File: config.mk
export PLATFORM = sky130hd
export DESIGN_NAME = core_lsu
export DESIGN_NICKNAME = d
export VERILOG_FILES = /design/src/rtl/core_lsu.sv
export SDC_FILE = /design/constraint.sdc
export NUM_CORES = 1
export LEC_CHECK = 0
export CAP_MARGIN = 0
export CORE_MARGIN = 4
export CORE_UTILIZATION = 30
export DETAILED_ROUTE_END_ITERATION = 6
export RECOVER_POWER = 100
export SLEW_MARGIN = 40
export SYNTH_ARGS = -nofsm -noshare
export SYNTH_HDL_FRONTEND = slang
export SYNTH_SLANG_ARGS = --single-unit
File: constraint.sdc
create_clock -name i_clk -period 2.25 [get_ports i_clk]
set_clock_uncertainty 0.2 [all_clocks]
set_input_delay 0.3375 -clock i_clk [delete_from_list [all_inputs] [get_ports i_clk]]
set_output_delay 0.3375 -clock i_clk [all_outputs]
set_load 0.02 [all_outputs]
File: src/rtl/core_lsu.sv
// Memory-stage load/store unit: issues one aligned access at a time on the
// request/grant/response data bus and stalls the pipeline until it completes.
module core_lsu #(
    parameter int XLEN = 32
) (
    input  logic            i_clk,
    input  logic            i_rst_n,
    input  logic            i_valid,
    input  logic [6:0]      i_opcode,
    input  logic [2:0]      i_funct3,
    input  logic [XLEN-1:0] i_addr,
    input  logic [XLEN-1:0] i_store_data,
    output logic            o_stall,
    output logic [XLEN-1:0] o_load_data,
    output logic            o_load_valid,
    output logic            o_misaligned,
    output logic            o_dmem_req,
    output logic            o_dmem_we,
    output logic [XLEN-1:0] o_dmem_addr,
    output logic [3:0]      o_dmem_be,
    output logic [XLEN-1:0] o_dmem_wdata,
    input  logic            i_dmem_gnt,
    input  logic            i_dmem_rvalid,
    input  logic [XLEN-1:0] i_dmem_rdata
);

    localparam logic [6:0] OP_LOAD  = 7'b0000011;
    localparam logic [6:0] OP_STORE = 7'b0100011;

    typedef enum logic [1:0] {IDLE, REQ, RESP, DONE} state_t;

    state_t            state, state_next;
    logic              is_load, is_store, f3_ok, mem_op, mis;
    logic [3:0]        be_c;
    logic [XLEN-1:0]   wdata_c;
    logic [2:0]        f3_q;
    logic [1:0]        off_q;
    logic [7:0]        rbyte;
    logic [15:0]       rhalf;
    logic [XLEN-1:0]   load_ext;

    // Decode of the instruction currently presented to the MEM stage.
    // NOTE: every always_comb output gets a default first so no latch is inferred.
    always_comb begin
        is_load  = (i_opcode == OP_LOAD);
        is_store = (i_opcode == OP_STORE);
        f3_ok    = 1'b0;
        mis      = 1'b0;
        be_c     = 4'b1111;
        wdata_c  = i_store_data;
        if (is_load)
            f3_ok = (i_funct3 == 3'd0) || (i_funct3 == 3'd1) || (i_funct3 == 3'd2) ||
                    (i_funct3 == 3'd4) || (i_funct3 == 3'd5);
        else if (is_store)
            f3_ok = (i_funct3 == 3'd0) || (i_funct3 == 3'd1) || (i_funct3 == 3'd2);
        case (i_funct3)
            3'd0, 3'd4: begin
                be_c    = 4'b0001 << i_addr[1:0];
                wdata_c = {4{i_store_data[7:0]}};
            end
            3'd1, 3'd5: begin
                be_c    = i_addr[1] ? 4'b1100 : 4'b0011;
                wdata_c = {2{i_store_data[15:0]}};
                mis     = i_addr[0];
            end
            default: begin
                be_c    = 4'b1111;
                wdata_c = i_store_data;
                mis     = (i_addr[1:0] != 2'b00);
            end
        endcase
        mem_op = i_valid && (is_load || is_store) && f3_ok;
    end

    always_comb begin
        state_next   = state;
        o_stall      = 1'b0;
        o_misaligned = 1'b0;
        case (state)
            IDLE: begin
                o_misaligned = mem_op && mis;
                o_stall      = mem_op && !mis;
                if (mem_op && !mis)
                    state_next = REQ;
            end
            REQ: begin
                o_stall = 1'b1;
                if (i_dmem_gnt)
                    state_next = RESP;
            end
            RESP: begin
                o_stall = 1'b1;
                if (i_dmem_rvalid)
                    state_next = DONE;
            end
            default: state_next = IDLE;
        endcase
    end

    // NOTE: sequential state uses non-blocking assignments so every register
    // samples pre-edge values regardless of block ordering.
    always_ff @(posedge i_clk or negedge i_rst_n) begin
        if (!i_rst_n)
            state <= IDLE;
        else
            state <= state_next;
    end

    always_comb begin
        rbyte = i_dmem_rdata[{off_q, 3'b000} +: 8];
        rhalf = i_dmem_rdata[{off_q[1], 4'b0000} +: 16];
        case (f3_q)
            3'd0:    load_ext = {{24{rbyte[7]}}, rbyte};
            3'd4:    load_ext = {24'd0, rbyte};
            3'd1:    load_ext = {{16{rhalf[15]}}, rhalf};
            3'd5:    load_ext = {16'd0, rhalf};
            default: load_ext = i_dmem_rdata;
        endcase
    end

    // Bus fields stay latched after grant; only the request line drops.
    always_ff @(posedge i_clk or negedge i_rst_n) begin
        if (!i_rst_n) begin
            o_dmem_req   <= 1'b0;
            o_dmem_we    <= 1'b0;
            o_dmem_addr  <= '0;
            o_dmem_be    <= 4'b0000;
            o_dmem_wdata <= '0;
            o_load_data  <= '0;
            o_load_valid <= 1'b0;
            f3_q         <= 3'd0;
            off_q        <= 2'd0;
        end else begin
            case (state)
                IDLE: begin
                    if (mem_op && !mis) begin
                        o_dmem_req   <= 1'b1;
                        o_dmem_we    <= is_store;
                        o_dmem_addr  <= {i_addr[XLEN-1:2], 2'b00};
                        o_dmem_be    <= be_c;
                        o_dmem_wdata <= wdata_c;
                        f3_q         <= i_funct3;
                        off_q        <= i_addr[1:0];
                    end
                end
                REQ: begin
                    if (i_dmem_gnt)
                        o_dmem_req <= 1'b0;
                end
                RESP: begin
                    if (i_dmem_rvalid) begin
                        o_load_valid <= !o_dmem_we;
                        if (!o_dmem_we)
                            o_load_data <= load_ext;
                    end
                end
                default: o_load_valid <= 1'b0;
            endcase
        end
    end

endmodule

==> results of run 1 <==
through the flow:
step	instance area (um2)	hold WS, ps	util [%]	setup TNS (ps)
3_3_place_gp	7850	2.64	45.5	-28110
3_5_place_dp	7850	5.22	45.5	-34680
2_1_floorplan	5250	-158	-	0
6_report	8220	283	47.7	0
5_1_grt	8220	306	47.7	-9.36
4_1_cts	8220	173	47.7	-19.6
kinds of logic (layout without fill, tap and decap cells):
group	Yosys count	in the layout	synth area share, %
multiplexers	112	112	23.8
buffers and inverters	41	280	3.91
adder cells (fa/ha/maj)	4	4	0.954
other	1	2	0.0715
flip-flops	108	108	51.5
AO/OA/AOI/OAI	81	81	9.18
AND/OR/NAND/NOR	113	113	10.6
routing by layer:
| layer | wire (um) | GRT usage [%] | part of all wire (%) | vias to the layer above |
|---|---|---|---|---|
| met3 | 1350 | 6.28 | 8.6 | 30 |
| met4 | 443 | 6.27 | 2.8 | 0 |
| met1 | 6490 | 18.7 | 41 | 2148 |
| li1 | - | - | - | 2078 |
| met5 | 0 | 0 | 0 | - |
| met2 | 7440 | 26.0 | 47 | 166 |
worst register-to-register path, delay by kind of cell (launching register included):
family	cells	cell delay [ps]
fa+ha+maj	1	200
simple gates	2	370
buf+inv	3	460
flops	1	370
mux	1	430
final cells by class:
class                           instances  area [um2]
Clock buffer                           12         267
Clock inverter                          4        78.8
Fill cell                            1566        9020
Inverter                               10        37.5
Multi-Input combinational cell        312        2380
Sequential cell                       108        2700
Tap cell                              225         282
Timing Repair Buffer                  254        2480
power by group:
group | internal (mW) | leakage (nW) | switching [mW]
clock network | 1.08 | 0.167 | 0.734
logic | 0.899 | 2.39 | 0.902
registers | 2.19 | 1.47 | 0.144
repair_timing:
item | 4_1_cts | 5_1_grt
hold buffers | 1 | 0
buffers inserted | 1 | 0
resized for setup | 14 | 10
setup endpoints to repair | 70 | 70
pin swaps | 1 | 3
hold endpoints to repair | 108 | 0
flip-flops by register name, summed over array words and instances, names as in the netlist:
| register | cells |
|---|---|
| f3_q | 3 |
| o_dmem_addr | 30 |
| o_dmem_be | 4 |
| o_dmem_req | 1 |
| o_dmem_wdata | 32 |
| o_dmem_we | 1 |
| o_load_data | 32 |
| o_load_valid | 1 |
| off_q | 2 |
| state | 2 |
cell usage after synthesis (all sizes together) (4+ instances only):
library cell  instances  area share, %
dfrtp               108             52
mux2                 91             20
nand2                47            3.4
a21oi                32            3.1
o21ai                31            3.0
nor2                 23            1.6
mux2i                20            3.8
clkbuf               18            1.3
buf                  13            1.9
inv                  10           0.72
nor2b                10            1.2
nand2b                8           0.95
nand3b                8            1.1
ha                    4           0.95
worst max path at each step:
stage	startpoint	slack [ps]	depth (start not counted)	endpoint
after floorplan	state[0]$_DFFE_PN0P_	40	8	o_stall
final	i_funct3[0]	60	6	o_stall
after global placement	i_opcode[0]	-510	6	o_stall
after global routing	state[0]$_DFFE_PN0P_	-9	6	o_stall
after detailed placement	i_funct3[1]	-590	6	o_stall
after CTS	i_opcode[3]	-20	6	o_stall
==> impl_metrics.env, run 1 <==
export IMPL_crit_family="buffers and inverters"
export IMPL_power_leakage_nw=4.03
export IMPL_root_buffer="clkbuf_16"
export IMPL_yosysWarningCount=0
export IMPL_max_freq_mhz=456
export IMPL_r2r_cells=7
export IMPL_dieArea_mm2=0.0197
export IMPL_hold_path_depth=1
export IMPL_synth_cell_types=45
export IMPL_whs_endpoint="o_dmem_wdata[16]$_DFFE_PN0P_"
export IMPL_async_flop_share_pct=100
export IMPL_gr_total_overflow=0
export IMPL_setup_ws_ps=58.7
export IMPL_place_ws_ps=-591
export IMPL_cts_sinks=108
export IMPL_reg2reg_setup_slack_ps=110
export IMPL_track_usage_pct=15.9
export IMPL_min_period_ps=2190
export IMPL_clock_path_buffers=2
export IMPL_antenna_found_initial=0
export IMPL_syn_to_final_growth_pct=56.7
export IMPL_ys_seq_area_share_pct=51.5
export IMPL_setup_viol=0
export IMPL_wl_per_cell_um=17.0
export IMPL_nets=810
export IMPL_relSlewSlack_pct=49.9
export IMPL_post_layout_nonfiller_instances=925
export IMPL_syn_inst=460
export IMPL_status="finished, final reports clean"
export IMPL_worst_path_max_fanout=3
export IMPL_cts_tree="done"
export IMPL_hold_class="register to register"
export IMPL_cts_inserted_buffers=9
export IMPL_io_buffers=213
export IMPL_diodes=0
export IMPL_rows=48
export IMPL_period_share_pct=97.4
export IMPL_clk_pin_slew_ps=70
export IMPL_grt_pass1_wl_mm=25.3
export IMPL_irDropWorstVdd_mv=0.469
export IMPL_cp_cell_sequence="clkdlybuf4s50_1 -> nand2_1 -> and3_1 -> and3_4 -> o21ba_4 -> buf_6"
export IMPL_clock_latency_ps=350
export IMPL_power_density_mw_per_mm2=724
export IMPL_drtIter0Drc=199
export IMPL_dp_hpwl_mm=11.9
export IMPL_r2r_start="state[1]$_DFFE_PN0P_"
export IMPL_worstSetupEndpointType="output port"
export IMPL_crit_buf_inv=2
export IMPL_synth_ff_type="dfrtp_1"
export IMPL_critPathKind="input port to output port"
export IMPL_maxSlewViolCount=0
export IMPL_p_total_mw=5.95
export IMPL_core_mm2=0.0172
export IMPL_synth_edf_count=0
export IMPL_layout_commonest_cell="dfrtp_1"
export IMPL_grt_max_degree=57
export IMPL_final_cell_mix="dfrtp_1, clkdlybuf4s50_1, dlygate4sd3_1"
export IMPL_hold_violations=0
export IMPL_gp_congestion=0.826
export IMPL_ys_ff_latch=108
export IMPL_critical_path_required_ps=1710
export IMPL_critPathArrivalTime_ps=1650
export IMPL_dr_pass1_iters=4
export IMPL_worstSetupStartpointType="input port"
export IMPL_ant_nets=0
export IMPL_die_y_um=140
export IMPL_route_vias_total=4422
export IMPL_ios=216
export IMPL_hold_start="o_dmem_wdata[16]$_DFFE_PN0P_"
export IMPL_syn_area_mm2=0.00525
export IMPL_grt_pass1_vias=4783
export IMPL_cts_htree_levels=3
export IMPL_max_cap_violations=0
export IMPL_drc=0
export IMPL_cpMaxStageDelayCell="clkdlybuf4s50_1"
export IMPL_die_w_um=140
export IMPL_slowest_delay_ps=500
export IMPL_worst_pin_slew_ps=749
export IMPL_r2r_end="o_dmem_addr[6]$_DFFE_PN0P_"
export IMPL_dpl_cell_count=907
export IMPL_avgSynthCellArea_um2=11.4
export IMPL_avgViaCountPerCell=4.78
export IMPL_routed_wirelength_mm=15.7
export IMPL_drive_gt1_share_pct=21.6
export IMPL_initial_utilization_pct=30.4
Power figures use the tool's default switching activity.
==> inputs of run 2 (changes only) <==
--- a/config.mk
+++ b/config.mk
@@ -9,8 +9,10 @@
 export CORE_MARGIN = 4
 export CORE_UTILIZATION = 30
 export DETAILED_ROUTE_END_ITERATION = 6
+export PLACE_DENSITY = 0.65
 export RECOVER_POWER = 100
 export SLEW_MARGIN = 40
 export SYNTH_ARGS = -nofsm -noshare
 export SYNTH_HDL_FRONTEND = slang
 export SYNTH_SLANG_ARGS = --single-unit
+export TNS_END_PERCENT = 30
==> impl_metrics.env, run 2 (same netlist as run 1, synthesis figures left out) <==
export IMPL_status="finished, final reports clean"
export IMPL_root_buffer="clkbuf_16"
export IMPL_gp_congestion=0.865
export IMPL_wl_per_cell_um=16.9
export IMPL_reg_top3="o_dmem_wdata (32), o_load_data (32), o_dmem_addr (30)"
export IMPL_die_w_um=140
export IMPL_clock_latency_ps=340
export IMPL_maxSlewViolCount=0
export IMPL_slowest_delay_ps=500
export IMPL_layout_commonest_cell="clkdlybuf4s50_1"
export IMPL_worst_pin_slew_ps=615
export IMPL_drive_gt1_share_pct=22.1
export IMPL_cts_sinks=108
export IMPL_max_freq_mhz=448
export IMPL_clk_pin_slew_ps=70
export IMPL_relSlewSlack_pct=59.0
export IMPL_post_layout_nonfiller_instances=925
export IMPL_worstSetupStartpointType="input port"
export IMPL_drtIter0Drc=163
export IMPL_route_vias_total=4456
export IMPL_final_cell_mix="clkdlybuf4s50_1, dfrtp_1, mux2_2"
export IMPL_power_leakage_nw=3.71
export IMPL_clock_path_buffers=2
export IMPL_io_buffers=213
export IMPL_final_fill_count=1566
export IMPL_dpl_cell_count=907
export IMPL_cts_inserted_buffers=9
export IMPL_hold_class="register to register"
export IMPL_dr_pass1_iters=4
export IMPL_worst_path_max_fanout=2
export IMPL_setup_tns_ps=0
export IMPL_grt_max_degree=46
export IMPL_setup_viol=0
export IMPL_critPathArrivalTime_ps=1690
export IMPL_cts_tree="done"
export IMPL_routed_wirelength_mm=15.6
export IMPL_worstSetupEndpointType="output port"
export IMPL_cp_cell_sequence="clkdlybuf4s50_1 -> o21ai_1 -> and3_1 -> and3_4 -> o21ba_4 -> buf_6"
export IMPL_p_total_mw=5.94
export IMPL_ant_nets=0
export IMPL_drc=0
export IMPL_critical_path_required_ps=1710
export IMPL_diodes=0
export IMPL_gr_total_overflow=0
export IMPL_power_density_mw_per_mm2=720
export IMPL_grt_pass1_wl_mm=24.7
export IMPL_dieArea_mm2=0.0197
export IMPL_avgViaCountPerCell=4.82
export IMPL_track_usage_pct=15.6
export IMPL_hold_violations=0
export IMPL_cpMaxStageDelayCell="clkdlybuf4s50_1"
export IMPL_min_period_ps=2230
export IMPL_max_cap_violations=0
export IMPL_grt_pass1_vias=4746
export IMPL_antenna_found_initial=0
export IMPL_hold_ws_ps=281
export IMPL_period_share_pct=99.1
export IMPL_core_mm2=0.0172
export IMPL_rows=48
export IMPL_initial_utilization_pct=30.4
export IMPL_nets=812
export IMPL_critPathKind="input port to output port"
export IMPL_dp_hpwl_mm=11.7
export IMPL_cts_htree_levels=3
export IMPL_ios=216
export IMPL_reg2reg_setup_slack_ps=130
export IMPL_irDropWorstVdd_mv=0.405
export IMPL_die_y_um=140
export IMPL_syn_to_final_growth_pct=57.3
run 2: changes by cell type in the layout (fill, tap and decap cells not counted), sizes merged:
cell	previous run	this run
inv	11	10
clkdlybuf4s50	105	206
buf	38	42
dlygate4sd3	101	1
clkinv	0	1
dlygate4sd2	1	0
clkbuf	17	13
run 2: final cells by class:
class | instances | area, um2 | share of cell area [%]
Inverter | 10 | 37.5 | 0.455
Timing Repair Buffer | 256 | 2530 | 30.6
Clock inverter | 4 | 76.3 | 0.925
Tap cell | 225 | 282 | 3.41
Multi-Input combinational cell | 312 | 2390 | 29.0
Clock buffer | 10 | 229 | 2.78
Sequential cell | 108 | 2700 | 32.8
run 2: critical path, delay by kind of cell:
kind | cells | cell delay, ps
AOI/OAI and AO/OA | 2 | 320
buffers and inverters | 2 | 630
and+or+nand+nor | 2 | 400
run 2: metal layers:
| metal | track usage, % | vias to the layer above | share of wire (%) | routed length [um] |
|---|---|---|---|---|
| met2 | 26.5 | 166 | 50 | 7750 |
| met1 | 18.7 | 2193 | 40 | 6260 |
| met4 | 4.79 | 0 | 1.4 | 225 |
| met5 | 0 | - | 0 | 0 |
| met3 | 5.36 | 17 | 8.8 | 1370 |
| li1 | - | 2080 | - | - |
run 2: final timing paths:
kind / start / endpoint / depth (start not counted)
min in group asynchronous: i_rst_n / o_load_data[30]$_DFFE_PN0P_ / 2
setup reg to reg: state[0]$_DFFE_PN0P_ / o_dmem_addr[22]$_DFFE_PN0P_ / 7
hold reg to reg: o_load_data[2]$_DFFE_PN0P_ / o_load_data[2]$_DFFE_PN0P_ / 2
setup / recovery: i_addr[1] / o_stall / 6
hold / removal: o_load_data[2]$_DFFE_PN0P_ / o_load_data[2]$_DFFE_PN0P_ / 2
max in group asynchronous: i_rst_n / o_dmem_addr[11]$_DFFE_PN0P_ / 3
run 2: where the power goes:
group          internal (mW)  switching (mW)
clock network          0.966           0.687
logic                   1.02           0.915
registers               2.20           0.154
run 2: what timing repair did:
item | in CTS | in global routing
setup buffers | 1 | 2
gates resized for setup | 15 | 13
cloned | 0 | 0
pin swaps | 1 | 3
endpoints found under the hold margin | 22 | 0
hold buffers | 1 | 0
endpoints found under the setup margin | 57 | 56
run 2: metrics by stage:
stage / cell area, um2 / setup slack [ps] / utilization, %
floorplan: 5250 / 38.4 / -
global placement: 7880 / -528 / 45.7
detailed placement: 7880 / -612 / 45.7
CTS: 8210 / -62.9 / 47.7
global route: 8250 / -22.7 / 47.9
finish: 8250 / 20.3 / 47.9
==> inputs of run 3 (changes only) <==
--- a/config.mk
+++ b/config.mk
@@ -9,8 +9,9 @@
 export CORE_MARGIN = 4
 export CORE_UTILIZATION = 30
 export DETAILED_ROUTE_END_ITERATION = 6
-export PLACE_DENSITY = 0.65
+export PLACE_DENSITY = 0.62
 export RECOVER_POWER = 100
+export SETUP_SLACK_MARGIN = 0.3
 export SLEW_MARGIN = 40
 export SYNTH_ARGS = -nofsm -noshare
 export SYNTH_HDL_FRONTEND = slang
==> constraint.sdc (replaced) <==
create_clock -name i_clk -period 2.35 [get_ports i_clk]
set_clock_uncertainty 0.2 [all_clocks]
set_input_delay 0.3525 -clock i_clk [delete_from_list [all_inputs] [get_ports i_clk]]
set_output_delay 0.3525 -clock i_clk [all_outputs]
set_load 0.02 [all_outputs]
==> impl_metrics.env, run 3 (same netlist as run 1, synthesis figures left out) <==
export IMPL_worst_pin_slew_ps=830
export IMPL_nets=811
export IMPL_dr_pass1_iters=4
export IMPL_clock_latency_ps=350
export IMPL_drtIter0Drc=246
export IMPL_final_cell_mix="dfrtp_1, dlygate4sd3_1, clkdlybuf4s50_1"
export IMPL_setup_ws_ps=173
export IMPL_min_period_ps=2180
export IMPL_grt_pass1_wl_mm=25.2
export IMPL_cts_inserted_buffers=9
export IMPL_clock_path_buffers=2
export IMPL_grt_setup_unrepaired="true"
export IMPL_io_buffers=213
export IMPL_worst_path_max_fanout=2
export IMPL_critical_path_required_ps=1800
export IMPL_wl_per_cell_um=17.2
export IMPL_drive_gt1_share_pct=22.0
export IMPL_power_density_mw_per_mm2=669
export IMPL_gr_total_overflow=0
export IMPL_met1_usage_pct=19.3
export IMPL_die_w_um=140
export IMPL_die_y_um=140
export IMPL_setup_viol=0
export IMPL_worstSetupStartpointType="register"
export IMPL_antenna_found_initial=0
export IMPL_cp_startpoint="state[1]$_DFFE_PN0P_"
export IMPL_max_freq_mhz=459
export IMPL_clk_pin_slew_ps=80
export IMPL_dp_hpwl_mm=11.7
export IMPL_r2r_start="state[1]$_DFFE_PN0P_"
export IMPL_gr_max_usage_layer="met2"
export IMPL_grt_max_degree=60
export IMPL_critPathKind="register to output port"
export IMPL_max_cap_violations=0
export IMPL_drc=0
export IMPL_root_buffer="clkbuf_16"
export IMPL_place_ws_ps=-508
export IMPL_reg_top3="o_dmem_wdata (32), o_load_data (32), o_dmem_addr (30)"
export IMPL_use_met2_pct=26.4
export IMPL_layout_commonest_cell="dfrtp_1"
export IMPL_status="finished, final reports clean"
export IMPL_cts_sinks=108
export IMPL_hold_violations=0
export IMPL_syn_to_final_growth_pct=55.7
export IMPL_cts_htree_levels=3
export IMPL_worstSetupEndpointType="output port"
export IMPL_period_share_pct=92.6
export IMPL_grt_pass1_vias=4815
export IMPL_initial_utilization_pct=30.4
export IMPL_routed_wirelength_mm=15.9
export IMPL_avgViaCountPerCell=4.81
export IMPL_irDropWorstVdd_mv=0.396
export IMPL_relSlewSlack_pct=44.6
export IMPL_ios=216
export IMPL_gp_congestion=0.815
export IMPL_hold_class="input port to async pin"
export IMPL_cts_tree="done"
export IMPL_track_usage_pct=15.8
export IMPL_maxSlewViolCount=0
export IMPL_ant_nets=0
export IMPL_diodes=0
export IMPL_dieArea_mm2=0.0197
export IMPL_final_fill_count=1595
export IMPL_route_vias_total=4456
export IMPL_grtUsageMet3_pct=4.92
export IMPL_p_total_mw=5.46
export IMPL_critPathArrivalTime_ps=1620
export IMPL_core_mm2=0.0172
export IMPL_power_leakage_nw=3.99
export IMPL_rows=48
## run 3: cell type report
| type | count | area, um2 | area share [%] |
|---|---|---|---|
| Inverter | 10 | 37.5 | 0.459 |
| Multi-Input combinational cell | 312 | 2380 | 29.2 |
| Clock inverter | 7 | 61.3 | 0.750 |
| Sequential cell | 108 | 2700 | 33.1 |
| Tap cell | 225 | 282 | 3.45 |
| Timing Repair Buffer | 255 | 2480 | 30.3 |
| Clock buffer | 9 | 225 | 2.76 |
## run 3: report_power, final
group / switching, mW / total (mW) / internal [mW]
logic: 0.866 / 1.75 / 0.880
clock network: 0.740 / 1.48 / 0.739
registers: 0.136 / 2.24 / 2.10
## run 3: metrics by stage
stage               hold WS, ps  cells  util (%)  setup TNS [ps]  area [um2]
floorplan                  -143    461         -               0        5280
global placement           82.8    904      45.4          -22890        7830
detailed placement         83.8    904      45.4          -25590        7830
CTS                         236    924      47.4               0        8180
global route                269    926      47.4               0        8170
finish                      243    926      47.4               0        8170
## run 3: worst paths after layout
kind	cells after the start	endpoint	slack, ps
setup / recovery	6	o_stall	170
hold / removal	2	o_load_data[30]$_DFFE_PN0P_	240
setup reg to reg	7	o_dmem_addr[4]$_DFFE_PN0P_	180
hold reg to reg	2	o_load_data[2]$_DFFE_PN0P_	280
max in group asynchronous	3	o_dmem_wdata[20]$_DFFE_PN0P_	540
min in group i_clk	3	o_dmem_we$_DFFE_PN0P_	270
## run 3: metal layers
| layer | up-vias | part of all wire (%) |
|---|---|---|
| li1 | 2089 | - |
| met1 | 2180 | 40 |
| met2 | 166 | 50 |
| met3 | 21 | 8.3 |
| met4 | 0 | 1.9 |
| met5 | - | 0 |
## run 3: timing repair
action,in CTS,in global routing
hold buffers,1,0
cloned,0,1
hold endpoints to repair,23,0
buffers inserted,3,1
pin swaps,6,1
setup endpoints to repair,74,94
gates resized for setup,31,3
## run 3: critical path: stages (launching register included)
cell	delay [ps]
dfrtp_1	360
inv_1	90
ha_4	170
and3_1	160
and3_4	190
o21ba_4	190
buf_6	120
